--- src/rtl/riscv_mem_pkg.sv ---
// Shared widths and FSM encoding for the cache-line to memory-word bridge.
package riscv_mem_pkg;
    localparam int LINE_BITS  = 512;
    localparam int WORD_BITS  = 32;
    localparam int BEATS      = LINE_BITS / WORD_BITS;
    localparam int LINE_OFF_W = 6;

    typedef enum logic [1:0] {
        IDLE  = 2'd0,
        READ  = 2'd1,
        WRITE = 2'd2,
        DONE  = 2'd3
    } state_t;
endpackage

--- src/rtl/mem_line_bridge.sv ---
// Splits a cache-line read/write into BEATS word transfers on a req/ack bus,
// reassembling read words into one line and strobing line_ready on completion.
module mem_line_bridge #(
    parameter int LINE_BITS = riscv_mem_pkg::LINE_BITS,
    parameter int WORD_BITS = riscv_mem_pkg::WORD_BITS,
    parameter int BEATS     = LINE_BITS / WORD_BITS
) (
    input  logic                 clk,
    input  logic                 rst,
    input  logic                 line_addr_valid,
    input  logic [31:0]          line_addr,
    input  logic                 line_write_valid,
    input  logic [LINE_BITS-1:0] line_write_data,
    output logic                 line_ready,
    output logic [LINE_BITS-1:0] line_read_data,
    output logic                 mem_req,
    output logic                 mem_we,
    output logic [31:0]          mem_addr,
    output logic [WORD_BITS-1:0] mem_wdata,
    input  logic                 mem_ack,
    input  logic [WORD_BITS-1:0] mem_rdata
);
    import riscv_mem_pkg::*;

    localparam int BEAT_W     = $clog2(BEATS);
    localparam int WORD_OFF_W = $clog2(WORD_BITS / 8);
    localparam int TAG_W      = 32 - LINE_OFF_W;

    state_t                 state;
    logic [TAG_W-1:0]       tag_q;
    logic [BEAT_W-1:0]      beat;
    logic [BEAT_W-1:0]      beat_nxt;
    logic [LINE_BITS-1:0]   line_buf;
    logic [LINE_BITS-1:0]   line_filled;
    logic                   beat_ack;
    logic                   last_beat;
    logic                   unused_offset;

    // Byte offset within the line is never used for addressing.
    assign unused_offset = ^line_addr[LINE_OFF_W-1:0];

    assign beat_ack  = mem_req && mem_ack;
    assign last_beat = (beat == BEAT_W'(BEATS - 1));
    assign beat_nxt  = beat + 1'b1;

    // Line buffer with the word arriving this cycle merged in.
    always_comb begin
        line_filled = line_buf;
        line_filled[beat*WORD_BITS +: WORD_BITS] = mem_rdata;
    end

    function automatic logic [31:0] word_addr(input logic [TAG_W-1:0] tag,
                                              input logic [BEAT_W-1:0] b);
        return 32'({tag, b, {WORD_OFF_W{1'b0}}});
    endfunction

    always_ff @(posedge clk) begin
        if (!rst) begin
            state          <= IDLE;
            beat           <= '0;
            line_ready     <= 1'b0;
            mem_req        <= 1'b0;
            mem_we         <= 1'b0;
            mem_addr       <= '0;
            mem_wdata      <= '0;
            line_read_data <= '0;
        end else begin
            line_ready <= 1'b0;
            case (state)
                IDLE: begin
                    if (line_addr_valid) begin
                        tag_q     <= line_addr[31:LINE_OFF_W];
                        line_buf  <= line_write_data;
                        beat      <= '0;
                        state     <= line_write_valid ? WRITE : READ;
                        mem_req   <= 1'b1;
                        mem_we    <= line_write_valid;
                        mem_addr  <= word_addr(line_addr[31:LINE_OFF_W], '0);
                        mem_wdata <= line_write_data[WORD_BITS-1:0];
                    end
                end
                READ, WRITE: begin
                    if (beat_ack) begin
                        if (state == READ)
                            line_buf <= line_filled;
                        beat <= beat_nxt;
                        if (last_beat) begin
                            // Drop the request on the final ack so no extra bus cycle appears.
                            state      <= DONE;
                            mem_req    <= 1'b0;
                            mem_we     <= 1'b0;
                            line_ready <= 1'b1;
                            if (state == READ)
                                line_read_data <= line_filled;
                        end else begin
                            mem_addr  <= word_addr(tag_q, beat_nxt);
                            mem_wdata <= line_buf[beat_nxt*WORD_BITS +: WORD_BITS];
                        end
                    end
                end
                DONE:    state <= IDLE;
                default: state <= IDLE;
            endcase
        end
    end
endmodule
--- config.mk ---
export PLATFORM = sky130hd
export DESIGN_NAME = mem_line_bridge
export DESIGN_NICKNAME = d
export VERILOG_FILES = /design/src/rtl/riscv_mem_pkg.sv /design/src/rtl/mem_line_bridge.sv
export SDC_FILE = /design/constraint.sdc
export NUM_CORES = 2
export LEC_CHECK = 0
export BUFFER_PORTS_ARGS = -buffer_cell sky130_fd_sc_hd__clkbuf_2
export CORE_AREA = 3 3 451 453
export CTS_CLUSTER_DIAMETER = 80
export DETAILED_ROUTE_END_ITERATION = 16
export DIE_AREA = 0 0 454 456
export GPL_ROUTABILITY_DRIVEN = 0
export PLACE_DENSITY = 0.48
export SLEW_MARGIN = 40
export SYNTH_ARGS = -nofsm -noshare
export SYNTH_HDL_FRONTEND = slang
export SYNTH_SLANG_ARGS = --single-unit
--- constraint.sdc ---
create_clock -name clk -period 60.4 [get_ports clk]
set_input_delay 6.04 -clock clk [delete_from_list [all_inputs] [get_ports clk]]
set_output_delay 6.04 -clock clk [all_outputs]
set_load 0.05 [all_outputs]
==> summary.md <==
| Metric | Value |
|---|---|
| Synth warn | `0` |
| Critical Path RT | `60,820 ps` |
| Crit start category | `input pin` |
| Seq/Total Area, Yosys | `0.5403` |
| Vias | `45,790` |
| P_leak | `25.83 nW` |
| Post-route ant nets | `0` |
| Sequential share of power | `0.354` |
| Clock Latency Late Sink | `800 ps` |
| Period utilisation layout | `0.1501` |
| CTS H-tree lvls | `4` |
| Logic pwr share | `0.380` |
| Unique masters post-synth | `47` |
| Slew @ Worst Pin | `987.3 ps` |
| CP Class | `in2reg` |
| Core ar. | `199,700 um2` |
| IO Pins | `1,160` |
| Rows | `164` |
| Asr flop ratio synth | `0` |
| CTS tree | `done` |
| Initial antenna violation count | `88` |
| Sink Count | `1,121` |
| Switching pwr | `1.374 mW` |
| F_max | `0.1103 GHz` |
| Clock share of power | `0.267` |
| Die ar. | `207,000 um2` |
| Status | `finished, final reports clean` |
| Grt ovf | `0` |
| Max Cap Viol | `0` |
| First-pass GRT wire length | `364.8 mm` |
| Final Setup Violations | `0` |
| Fin Clk Skew | `26.25 ps` |
| WL/cell | `31.05 um` |
| Drt pass-1 iters | `6` |
| Initial DRC Count | `4,845` |
| Yosys top cell area share | `0.3137` |
| CP max FO | `72` |
| Layout cells sized above 1 | `0.2582` |
| Die X | `454 um` |
| Drt via density | `5.229` |
| CTS Buffer Depth | `3` |
| Pin count of the biggest net entering global routing | `168` |
| Cell mode on critical path | `buf_6` |
| Hold_buf cts | `0` |
| CTS root buf | `clkbuf_16` |
| Crit path DAT | `9490 ps` |
| Synthesized cell area | `51,510 um2` |
| Number of synthesized flops with an enable pin | `538` |
| Max VDD drop | `0.03252 mV` |
| #FFs+latches synth | `1,121` |
| Final Util | `0.3240` |
| HPWL after detailed placement | `206.7 mm` |
| Post-CTS sizing | `0` |
| DR DRC count | `0` |
| Fin. Hold Viols | `0` |
| Syn_area_per_cell | `10.25 um2` |
| Drt total wl | `271.9 mm` |
| PortBufs | `1,151` |
| Kind of end point of the critical path | `register` |
| Post-synth top area cell | `edfxtp_1` |
| Hold Path Class | `reg2reg` |
| Max transition margin | `0.3229` |
| Crit-path cells | `buf_8 > inv_8 > a211oi_4 > buf_6 > buf_6 > buf_12 > buf_6` |
| Max-slew violations | `0` |
| Most common cell in the netlist | `a21oi_1` |
| Area Growth Syn to Fin | `25.58%` |
| P_int | `1.940 mW` |
| Pwr/cell area | `51.25 nW/um2` |
| All-layer global routing usage | `0.2517` |
| Synth top area cells | `edfxtp_1 31%, dfxtp_1 23%, mux2i_1 12%` |
| Num CTS Buffers | `144` |
| Crit-path leading delay family | `buffers and inverters` |
| Post-CTS Setup Inserts | `0` |
| Buf+Inv Stages, Crit Path | `6` |
| Most common flop cell mapped by yosys | `dfxtp_1` |
| Post-synth top cells | `965 x a21oi_1, 722 x nor2_1, 634 x mux2i_1` |
| Switching Share | `0.4146` |
| Fin crit period | `9068 ps` |
| Die H | `456 um` |
| Crit path max-delay cell type | `buf_6` |
| Max incr delay on CP | `600 ps` |
| Vias in the first global route | `43,330` |
| Post-Syn Instances | `5,026` |
| Starting Density | `0.2580` |
| Setup TNS Final | `0 ps` |
| Nets | `6,519` |
| CTS clk-pin slew, worst paths | `60 ps` |
| Unrepaired setup endpoints after global routing | `false` |
registers in the layout (all words and copies together) (netlist names):
name	count
line_read_data	512
mem_we	1
beat	4
mem_addr	30
tag_q	26
mem_req	1
mem_wdata	32
line_buf	512
state	2
line_ready	1
cell families (layout without fill, tap and decap cells):
kind of cell	Yosys count	after routing	synth area share
flip-flops	1121	1121	0.5403
multiplexers	698	698	0.1512
AND/OR/NAND/NOR	1062	1062	0.08962
buffers and inverters	488	1514	0.04122
adder cells (fa/ha/maj)	5	5	0.001215
XOR/XNOR	6	6	0.001458
other	1	51	0.00007281
AO/OA/AOI/OAI	1645	1645	0.1750
path summary, 6_finish.rpt:
| check | startpoint | slack [ps] | to | cells after the start |
|---|---|---|---|---|
| hold reg to reg | mem_addr[3] | 460 | mem_addr[3] | 2 |
| hold / removal | mem_addr[3] | 460 | mem_addr[3] | 2 |
| setup reg to reg | beat[0] | 54970 | mem_wdata[12] | 10 |
| setup / recovery | rst | 51330 | line_buf[231] | 7 |
stage by stage:
step | hold WS [ps] | area [um2] | power [mW] | worst slack (ps) | cells
2_1_floorplan | 431.9 | 51510 | 2.185 | 14490 | 5027
5_1_grt | 493.2 | 64650 | 3.473 | 51280 | 8746
6_report | 456.5 | 64680 | 3.315 | 51330 | 8758
3_5_place_dp | 449.3 | 59700 | 2.423 | 50020 | 8441
3_3_place_gp | 446.2 | 59370 | 2.403 | 49580 | 8429
4_1_cts | 457.1 | 64470 | 3.317 | 50920 | 8707
routing by layer:
layer | share of wire | vias up | wire length [um] | track usage
li1 | - | 20240 | - | -
met5 | 0.00029 | - | 79 | 0
met3 | 0.086 | 426 | 23390 | 0.05881
met1 | 0.44 | 22850 | 119000 | 0.3502
met4 | 0.049 | 12 | 13450 | 0.1210
met2 | 0.43 | 2266 | 116000 | 0.3645
power by group through the flow:
stage	clock network (mW)	registers, mW	logic [mW]
finish	0.884	1.17	1.26
detailed placement	0	1.19	1.24
floorplan	0	1.43	0.750
CTS	0.904	1.17	1.24
global placement	0	1.19	1.22
global route	0.930	1.19	1.36
area by class of cell:
type                    instances  area (um2)
repair buffers               1239        6814
fillers                     20780      135000
clock buffers                 211        4120
well taps                    2656        3323
clock inverters                55       650.6
inverters                       9       41.29
flip-flops and latches       1121       27830
diodes                         49       122.6
multi-input cells            3418       21780
worst min-delay path, cell delays in order, from the launching register on:
cell and delay [ps]:
dfxtp_1 310, nand2_1 50, a21oi_1 50
layout by cell type (no fill, tap or decap), types with 4 or more instances in the layout:
cell type and count:
clkbuf_2 1150, a21oi_1 965, nor2_1 710, mux2i_1 631, dfxtp_1 581, edfxtp_1 538
o21ai_0 386, a211oi_1 186, clkbuf_16 148, and2_1 128, nand2_1 107, a22oi_1 67
and3_1 65, mux4_2 64, diode_2 49, clkbuf_1 45, buf_4 45, a32oi_1 34
buf_6 22, clkbuf_8 18, clkinv_2 16, nor2_4 12, buf_12 11, bufinv_16 9
clkinv_1 8, inv_6 8, inv_1 7, buf_16 7, nand3_2 6, nand3_1 5
nand2b_1 4, clkinv_8 4, clkinvlp_4 4, buf_8 4
(Power assumes the default switching activity.)
